`src/rtl/keypad_matrix_emu.sv`:
```
// Keypad matrix emulator: presses one encoded key on a 4x4 row/column matrix,
// with optional contact bounce at press and release and a forced open gap afterwards.
module keypad_matrix_emu #(
  parameter int unsigned HOLD_CYCLES   = 1000,
  parameter int unsigned GAP_CYCLES    = 500,
  parameter int unsigned BOUNCE_CYCLES = 0
) (
  input  logic       clk,
  input  logic       rst,
  input  logic [7:0] key_code,
  input  logic       key_valid,
  output logic       key_ready,
  input  logic       abort,
  input  logic [3:0] row_in,
  output logic [3:0] col_out,
  output logic       busy,
  output logic       err
);

  typedef enum logic [2:0] {IDLE, BOUNCE_ON, HOLD, BOUNCE_OFF, GAP} state_t;

  localparam logic [31:0] HOLD_LAST = 32'(HOLD_CYCLES - 1);
  localparam logic [31:0] GAP_LAST  = (GAP_CYCLES == 0) ? 32'd0 : 32'(GAP_CYCLES - 1);
  localparam logic [31:0] BNC_LAST  = (BOUNCE_CYCLES == 0) ? 32'd0 : 32'(BOUNCE_CYCLES - 1);
  localparam logic        HAS_BNC   = (BOUNCE_CYCLES != 0);

  state_t      state_q, state_d;
  logic [31:0] cnt_q, cnt_d;
  logic [7:0]  pat_q, pat_d;
  logic        err_q, err_d;
  logic        hs, dec_ok, contact, row_onehot;
  logic [7:0]  dec_pat;

  // Pattern is {col[3:0], row[3:0]}; operator codes already are patterns.
  always_comb begin
    dec_ok  = 1'b1;
    dec_pat = 8'h00;
    case (key_code)
      8'd0: dec_pat = 8'h81;
      8'd1: dec_pat = 8'h41;
      8'd2: dec_pat = 8'h42;
      8'd3: dec_pat = 8'h44;
      8'd4: dec_pat = 8'h21;
      8'd5: dec_pat = 8'h22;
      8'd6: dec_pat = 8'h24;
      8'd7: dec_pat = 8'h11;
      8'd8: dec_pat = 8'h12;
      8'd9: dec_pat = 8'h14;
      8'h82, 8'h84, 8'h88, 8'h18, 8'h48, 8'h28: dec_pat = key_code;
      default: dec_ok = 1'b0;
    endcase
  end

  assign hs = key_valid && key_ready;

  always_comb begin
    state_d = state_q;
    pat_d   = pat_q;
    err_d   = 1'b0;
    case (state_q)
      IDLE: if (hs) begin
        if (dec_ok) begin
          pat_d   = dec_pat;
          state_d = HAS_BNC ? BOUNCE_ON : HOLD;
        end else begin
          err_d = 1'b1;
        end
      end
      BOUNCE_ON:  if (abort) state_d = GAP;
                  else if (cnt_q == BNC_LAST) state_d = HOLD;
      HOLD:       if (abort) state_d = GAP;
                  else if (cnt_q == HOLD_LAST) state_d = HAS_BNC ? BOUNCE_OFF : GAP;
      BOUNCE_OFF: if (abort) state_d = GAP;
                  else if (cnt_q == BNC_LAST) state_d = GAP;
      GAP:        if (cnt_q == GAP_LAST) state_d = IDLE;
      default:    state_d = IDLE;
    endcase
    // Counter restarts on every state entry and saturates instead of wrapping.
    if (state_d != state_q || state_q == IDLE) cnt_d = 32'd0;
    else if (cnt_q == 32'hFFFF_FFFF)           cnt_d = cnt_q;
    else                                       cnt_d = cnt_q + 32'd1;
  end

  always_ff @(posedge clk or negedge rst) begin
    if (!rst) begin
      state_q <= IDLE;
      cnt_q   <= 32'd0;
      pat_q   <= 8'h00;
      err_q   <= 1'b0;
    end else begin
      state_q <= state_d;
      cnt_q   <= cnt_d;
      pat_q   <= pat_d;
      err_q   <= err_d;
    end
  end

  // Bounce bursts start closed: even counter values are contact, odd are open.
  always_comb begin
    case (state_q)
      HOLD:                  contact = 1'b1;
      BOUNCE_ON, BOUNCE_OFF: contact = ~cnt_q[0];
      default:               contact = 1'b0;
    endcase
  end

  assign row_onehot = (row_in != 4'd0) && ((row_in & (row_in - 4'd1)) == 4'd0);
  assign col_out    = (contact && row_onehot && row_in == pat_q[3:0]) ? pat_q[7:4] : 4'b0000;
  assign key_ready  = (state_q == IDLE);
  assign busy       = (state_q != IDLE);
  assign err        = err_q;

endmodule

```
`config.mk`:
```
export PLATFORM = sky130hd
export DESIGN_NAME = keypad_matrix_emu
export DESIGN_NICKNAME = d
export VERILOG_FILES = /design/src/rtl/keypad_matrix_emu.sv
export SDC_FILE = /design/constraint.sdc
export NUM_CORES = 1
export LEC_CHECK = 0
export ABC_AREA = 1
export ABC_CLOCK_PERIOD_IN_PS = 2000
export BUFFER_PORTS_ARGS = -buffer_cell sky130_fd_sc_hd__buf_4
export CAP_MARGIN = 0
export CORE_MARGIN = 1
export CORE_UTILIZATION = 55
export CTS_CLUSTER_DIAMETER = 60
export CTS_CLUSTER_SIZE = 28
export DETAILED_ROUTE_END_ITERATION = 16
export PLACE_DENSITY = 0.73
export SLEW_MARGIN = 0
export SYNTH_ARGS = -nofsm -noshare
export SYNTH_HDL_FRONTEND = slang
export SYNTH_SLANG_ARGS = --single-unit
```
`constraint.sdc`:
```
create_clock -name clk -period 2 [get_ports clk]
set_input_delay 0.3 -clock clk [delete_from_list [all_inputs] [get_ports clk]]
set_output_delay 0.3 -clock clk [all_outputs]
set_load 0.05 [all_outputs]
```
# Yosys cells after proc, flatten, opt, wreduce, memory -nomap -nowiden
# Index checks and enable logic that the tools add are counted.
[totals]
reg_bits = 44
latch_bits = 0
mem_bits_rw = 0
rom_bits = 0
input_bits = 16
output_inout_bits = 7
word_cells = 67
memories = 0
[op_classes]
addsub = 2
mul = 0
div_mod_pow = 0
n_lt_le_gt_ge = 0
eq_ne = 25
shift = 0
mux = 19
n_bitwise = 2
n_reduce_logical = 15
[ops]
columns = ["cell", "n"]
rows = [
  ["8-bit case mux with 11 select lines", 1],
  ["32-bit 2-to-1 mux", 2],
  ["32-bit by 1-bit adder with 32-bit output (second input constant)", 1],
  ["32-bit by 10-bit == test with 1-bit output (second input constant)", 1],
  ["32-bit == test (second input constant)", 1],
  ["32-bit by 9-bit == test with 1-bit output (second input constant)", 1],
  ["8-bit by 3-bit == test with 1-bit output (second input constant)", 4],
  ["32-bit zero test", 1],
  ["3-bit 2-to-1 mux", 9],
  ["8-bit == test (second input constant)", 3],
  ["8-bit by 2-bit == test with 1-bit output (second input constant)", 2],
  ["8-bit by 4-bit == test with 1-bit output (second input constant)", 2],
  ["16-bit OR reduction", 1],
  ["3-bit case mux with 5 select lines", 1],
  ["8-bit by 1-bit == test with 1-bit output (second input constant)", 1],
  ["8-bit by 5-bit == test with 1-bit output (second input constant)", 1],
  ["8-bit by 6-bit == test with 1-bit output (second input constant)", 1],
  ["8-bit by 7-bit == test with 1-bit output (second input constant)", 1],
  ["8-bit zero test", 1],
  ["3-bit by 2-bit == test with 1-bit output (second input constant)", 2],
  ["6-bit OR reduction", 1],
  ["4-bit bitwise AND", 1],
  ["4-bit == test", 1],
  ["1-bit logical AND", 4],
  ["16 further kinds", 19],
]

# Logic depth before layout (Yosys ltp)
# Gate-level depths: netlist of run 1.
[logic_depth]
word_depth = 9
mapped_depth = 13
ltp_nobuf = 12

# Least setup slack after synthesis of run 1
# Ideal clock, no wire load.
[synth_path]
path_kind = "reg-to-output"
start = "register state_q[2]"
end = "output busy"
arrival_ps = 2249
t_required_ps = 1700
slack_ps = -549
stages_incl_launch_ff = 3
n_path_buf = 0
cell_sequence = "dfrtp_1 nor3_1 inv_1"
[synth_between]
elab_chain_cells = 1
[synth_lines]
columns = ["element", "line", "rtl"]
rows = [
  ["start: declaration", "27", "state_t state_q, state_d;"],
  ["start signal: assignment", "91", "state_q <= state_d;"],
  ["3-bit nonzero test", "110", "assign busy = (state_q != IDLE);"],
  ["end: declaration", "16", "output logic busy,"],
]
# Every way passes these cells.

# Final worst setup path of run 1
[layout_path]
start = "register pat_q[2]"
end = "output col_out[2]"
[layout_between]
elab_chain_cells = 3
[layout_lines]
columns = ["element", "line", "rtl"]
rows = [
  ["start: declaration", "29", "logic [7:0] pat_q, pat_d;"],
  ["start signal: assignment", "93", "pat_q <= pat_d;"],
  ["4-bit == test", "108", "assign col_out = (contact && row_onehot && row_in == pat_q[3:0]) ? pat_q[7:4] : 4'b0000;"],
  ["1-bit logical AND", "108", ""],
  ["4-bit 2-to-1 mux", "108", ""],
  ["end: declaration", "15", "output logic [3:0] col_out,"],
]
# Every way passes these cells.

==> out/results.ini, run 1 <==
[power_and_ir_drop]
p_total_mw = 2.82
leakagePower_nw = 1.69
seqPwrFrac_pct = 36.9
p_clk_share_pct = 27.1
pwr-share-comb_pct = 36.0
p_sw_mw = 1.07
peakVddDrop_mv = 0.544
p_int_mw = 1.76
power_density_nw_per_um2 = 744
netSwitchingFraction_pct = 37.8

[route]
antenna_left = 0
drt_pass1_iterations = 5
vias = 3012
wl_per_cell_um = 13.9
drcViolationCount = 0
wirelength_mm = 7.76
initialDrtViolationCount = 175
viasPerCell = 5.41

[sta]
fin_ws_ns = -0.0768
layout_worst_path_cycle_share_pct = 104
hold_viol = 0
fmax_mhz = 482
setup_tns_ns = -0.287
worstMarginPinSlew_ns = 0.554
drv_slew = 0
period_needed_ns = 2.08
rsz0062_at_grt = yes
clock_skew_ns = 0.0161
setup_viol = 4
slew_headroom_pct = 63.1

[critical_path]
critPathTopFamily = simple AND/OR/NAND/NOR gates
required_ns = 1.70
r2r_end = cnt_q[10]
path_buf_inv = 3
cp_slowest_cell = dfrtp_1
worst-path-max-fanout = 4
max_stage_delay_ns = 0.37
crit_type = flop to primary output
crit_path_cell_trace = inv_2 -> nor2_2 -> nand2_1 -> o21ai_1 -> nand2_1 -> a211oi_2 -> nand4_1 -> buf_6 -> nor2_4 -> buf_6
r2r_cells = 10
critPathCapture = col_out[2]
crit_cells = 10
r2r_slack_ns = 0.07
cp-start-kind = flop
crit_arrival_ns = 1.78
endpoint_kind = primary output
r2r-start = cnt_q[8]
startpoint = pat_q[2]

[cells_and_area]
final_cell_count_no_fill = 557
area_growth_pct = 23.5
antenna_cells = 0
drive_gt1_share_pct = 24.0
final_nets = 504

[floorplan]
die_h_um = 76.7
die_area_um2 = 5890
die_w_um = 76.7
core_region_area_um2 = 5240
ioPinCount = 23
rows = 26
initial_core_util_pct = 58.6

[placement]
io_buffers = 22
place.gp.congestion = 0.901
dpl.cell_count = 533
hpwl_mm = 5.18

[logic_synthesis]
ys_warn_count = 0
syn_nets = 454
yosysSeqAreaShare_pct = 35.9
yosysTopAreaCell = dfrtp_1
ys_seq_elements = 44
syn_area_per_cell_um2 = 7.04
synthDistinctLibCells = 34
synth_area_um2 = 3070
netlist_top_cells_count = 91 x nor2_1, 87 x nand2_1, 57 x inv_1, 44 x dfrtp_1, 29 x nand3_1
ys.flop_type = dfrtp_1
synthesis.instances = 436
synth_async_sr_flop_share_pct = 100
yosysMostFrequentCell = nor2_1
synth_top_area_share_pct = 35.9
ys_top_cells_by_area = dfrtp_1 36%, nor2_1 11%, nand2_1 11%, inv_1 7.0%, xor2_1 5.1%
synth_edf_count = 0

[flow_run]
drv_cap = 0

[global_routing]
first_global_vias = 2746
grt_max_degree = 45
track_usage_pct = 26.9
grt_pass1_wl_mm = 12.5
antenna_found_initial = 0
grt.overflow.total = 0

[clock_network]
numClockSinks = 44
cts-root-buf = clkbuf_8
clkTransAtPathRegs_ns = 0.08
htreeDepth = 2
cts_buffers = 5
cts_tree = built
clk_latency_ns = 0.32
cts_buffer_depth = 2

[worst_hold_path]
hold_class = input port to flop

[outcome]
status = finished, violations left
violations = setup timing

==> per-layer routing <==
layer / global-route usage, % / share of wire (%) / wire [um]
met3: 4.88 / 5.1 / 398
met5: 0 / 0 / 0
met4: 7.12 / 1.0 / 80
met2: 42.9 / 48 / 3710
met1: 37.4 / 46 / 3570
==> placed cells by master (no fill, tap or decap), drive strengths merged, types with 2 or more instances in the layout <==
| cell | n |
|---|---|
| buf | 44 |
| nand3 | 37 |
| xnor2 | 4 |
| inv | 61 |
| nand2 | 93 |
| xor2 | 18 |
| dfrtp | 44 |
| nor2 | 108 |
| nor4 | 2 |
| nor3 | 9 |
| o31ai | 2 |
| nand4 | 12 |
| ha | 2 |
| a21oi | 11 |
| o211ai | 2 |
| o22ai | 2 |
| o21ai | 22 |
| clkbuf | 7 |
==> state kept, by name (all words and copies together), names as in the netlist <==
signal and count:
cnt_q 32, err 1, state_q 3, pat_q 8
==> cells by family after synthesis <==
group | after synthesis | share of synthesized area [%]
fa+ha+maj | 2 | 0.815
xor+xnor | 22 | 6.28
simple gates | 260 | 40.4
flops | 44 | 35.9
buf+inv | 65 | 8.72
compound gates | 43 | 7.91
==> timing repair <==
item | CTS | global route
setup buffers | 3 | 10
pin swaps | 9 | 12
endpoints found under the setup margin | 29 | 36
resized for setup | 10 | 37
gates cloned | 1 | 1
endpoints found under the hold margin | 8 | 0
hold buffers | 1 | 0
==> area by class of cell <==
class,instances,area [um^2]
Sequential cell,44,1110
Clock inverter,1,30.0
Clock buffer,7,96.3
Timing Repair Buffer,45,387
Tap cell,70,87.6
Multi-Input combinational cell,329,1850
Fill cell,422,1450
Inverter,61,229
==> metrics by stage <==
stage	util [%]	hold slack [ns]	area [um^2]	worst slack [ns]
after detailed placement	64.1	0.334	3360	-0.0574
after global placement	64.1	0.327	3360	0.0198
after CTS	67.9	0.251	3560	-0.104
after global routing	72.4	0.259	3790	-0.156
after floorplan	-	0.00441	3080	0.0684
final	72.4	0.250	3790	-0.0768
==> power by group through the flow <==
stage	Clock (mW)	Combinational, mW	Sequential [mW]
after floorplan	0	0.583	1.06
after global placement	0	0.722	1.04
after detailed placement	0	0.729	1.04
after CTS	0.773	0.869	1.03
after global routing	0.806	1.10	1.05
final	0.765	1.02	1.04
==> worst min-delay path, cell delays in order <==
cell,delay [ns]
buf_4,0.10
nand3_1,0.07
nand2_1,0.05
==> how the worst min path moves through the flow <==
stage	from	endpoint	slack, ns	depth (start not counted)
final	key_code[3]	pat_q[3]	0.25	3
after floorplan	rst	cnt_q[0]	0.004	0
after global routing	key_code[3]	pat_q[3]	0.26	3
after global placement	rst	cnt_q[9]	0.33	1
after CTS	key_code[3]	pat_q[3]	0.25	3
after detailed placement	rst	cnt_q[11]	0.33	1
(Power assumes the default switching activity.)
==> run 2, diff against run 1 <==
CORE_ASPECT_RATIO = 1.25   (was not set)
CTS_CLUSTER_SIZE = 24   (was 28)
==> run 2 against run 1 <==
Against the previous run: clock power is 12% lower; clock skew is 0.014 ns lower; sequential cell count stayed put; global-route usage is 0.089 points higher; highest routed layer unchanged; the run ends with hold timing left; first-iteration DRC count is 5.7% lower; setup slack better by 0.10 ns; maximum frequency is 5.2% higher; wire length is 8.1% lower; core utilization is 6.5 points lower; die area hardly changed.
==> out/results.ini, run 2 (same netlist as run 1, synthesis figures left out) <==
[power_and_ir_drop]
peakVddDrop_mv = 0.676  ; +24%
power_density_nw_per_um2 = 711  ; -4.4%
leakagePower_nw = 1.62  ; -4.4%

[critical_path]
path_buf_inv = 3  ; unchanged
crit_type = flop to primary output
crit_path_cell_trace = inv_1 -> nand2_1 -> o21ai_1 -> nand4_1 -> buf_6 -> nor2_2 -> buf_6
r2r-start = cnt_q[0]
required_ns = 1.70  ; about the same
max_stage_delay_ns = 0.43  ; +0.06 ns
crit_arrival_ns = 1.67  ; -0.11 ns
crit_top_cell = buf_6
critPathTopFamily = buffers and inverters
startpoint = state_q[2]
cp_slowest_cell = dfrtp_1
crit_cells = 7  ; -3
cp-start-kind = flop
worst-path-max-fanout = 5  ; +1
endpoint_kind = primary output
r2r_cells = 7  ; -3
r2r_end = cnt_q[7]
r2r_slack_ns = 0.15  ; +0.08 ns
critPathCapture = col_out[1]

[cells_and_area]
final_cell_mix = 87 x nor2_1, 86 x nand2_1, 56 x inv_1
fin_area_um2 = 3560  ; -6.0%
area_growth_pct = 16.1
top_register = cnt_q
mostFrequentLayoutCell = nor2_1
final_cell_count_no_fill = 541  ; -2.9%
drive_gt1_share_pct = 19.9  ; -4.1 points
reg_top3 = cnt_q: 32 flops, pat_q: 8 flops, state_q: 3 flops
antenna_cells = 0  ; unchanged
final_nets = 494  ; -2.0%
largest_register_ffs = 32  ; unchanged

[worst_hold_path]
hold_class = input port to asynchronous set/reset pin

[clock_network]
cts_buffers = 5  ; unchanged
numClockSinks = 44  ; unchanged
cts_tree = built
clk_latency_ns = 0.30  ; -0.02 ns
ctsHoldBuffers = 0  ; -1
cts-root-buf = clkbuf_8
clkTransAtPathRegs_ns = 0.08  ; about the same
htreeDepth = 2  ; unchanged
cts_buffer_depth = 2  ; unchanged

[sta]
layout_worst_path_cycle_share_pct = 98.7  ; -5.1 points
clock_skew_ns = 0.00224  ; -0.0139 ns
setup_viol = 0  ; -4
period_needed_ns = 1.97  ; -0.103 ns
rsz0062_at_grt = yes
hold_viol = 15  ; +15
drv_slew = 0  ; unchanged
worstMarginPinSlew_ns = 0.561  ; +0.00655 ns
slew_headroom_pct = 62.6  ; -0.44 points
fmax_mhz = 507  ; +5.2%
finalHoldWorstSlack_ns = -0.0224  ; -0.272 ns

[route]
antenna_left = 0  ; unchanged
drcViolationCount = 0  ; unchanged
vias = 2844  ; -5.6%
initialDrtViolationCount = 165  ; -5.7%
wl_per_cell_um = 13.2  ; -5.4%
drt_pass1_iterations = 4  ; -1
viasPerCell = 5.26  ; -2.8%
wirelength_mm = 7.13  ; -8.1%

[global_routing]
antenna_found_initial = 0  ; unchanged
first_global_vias = 2745  ; -0.036%
grt_pass1_wl_mm = 11.9  ; -4.7%
track_usage_pct = 27.0  ; +0.089 points
grt.overflow.total = 0  ; unchanged
grt_max_degree = 45  ; unchanged

[placement]
io_buffers = 22  ; unchanged
placed_area_um2 = 3400  ; +1.3%
place.gp.congestion = 0.875  ; -2.9%
dpl.cell_count = 532  ; -0.19%
hpwl_mm = 5.50  ; +6.1%

[floorplan]
die_h_um = 85.5  ; +11%
initial_core_util_pct = 56.8  ; -1.8 points
rows = 30  ; +15%
die_area_um2 = 5890  ; about the same
ioPinCount = 23  ; unchanged
core_region_area_um2 = 5410  ; +3.2%
die_w_um = 68.8  ; -10%

[flow_run]
drv_cap = 0  ; unchanged

[outcome]
violations = hold timing
status = finished, violations left

## run 2: power by group
group / switching (mW) / internal [mW]
sequential: 0.0530 / 0.979
clock: 0.304 / 0.371
combinational: 0.554 / 0.273
total: 0.911 / 1.62
## run 2: metal layers
layer,track usage (%),wire length [um],vias to the layer above
met5,0,0,-
met2,48.7,3860,49
li1,-,-,1462
met1,30.5,2920,1320
met4,10.8,174,0
met3,4.39,186,13
## run 2: repair_timing
item | in CTS | in global routing
endpoints found under the setup margin | 4 | 36
pin swaps | 1 | 1
setup buffers | 1 | 0
gates resized for setup | 9 | 11
## run 2: cell type report
cell class / count / area [um^2]
fillers: 515 / 1840
multi-input cells: 327 / 1730
flip-flops and latches: 44 / 1110
repair buffers: 37 / 309
inverters: 61 / 229
well taps: 64 / 80.1
clock buffers: 6 / 72.6
clock inverters: 2 / 35.0
## run 2: worst min path at each step
stage,start,end,slack (ns),cells past startpoint
2_1_floorplan,rst,cnt_q[0],0.004,0
3_3_place_gp,rst,cnt_q[23],0.33,1
3_5_place_dp,rst,cnt_q[23],0.34,1
4_1_cts,rst,cnt_q[20],0.006,1
5_1_grt,rst,cnt_q[16],0.03,1
6_report,rst,cnt_q[29],-0.02,1
## run 2: stage by stage
| stage | hold slack, ns | worst slack [ns] | setup TNS, ns | power [mW] | util (%) |
|---|---|---|---|---|---|
| 5_1_grt | 0.0305 | -0.0852 | -0.323 | 2.66 | 65.9 |
| 4_1_cts | 0.00585 | 0.00770 | 0 | 2.56 | 65.5 |
| 3_5_place_dp | 0.338 | 0.120 | 0 | 1.87 | 62.9 |
| 2_1_floorplan | 0.00441 | 0.0684 | 0 | 1.64 | - |
| 6_report | -0.0224 | 0.0262 | 0 | 2.53 | 65.9 |
| 3_3_place_gp | 0.330 | 0.160 | 0 | 1.85 | 62.9 |
## run 2: worst register-to-register path, stage by stage, from the launching register on
cell and delay [ns]:
dfrtp_1 0.41, ha_1 0.22, nand3_2 0.15, nor2_1 0.27
nand4_2 0.30, nand3_1 0.18, xor2_1 0.16, nor2_1 0.06
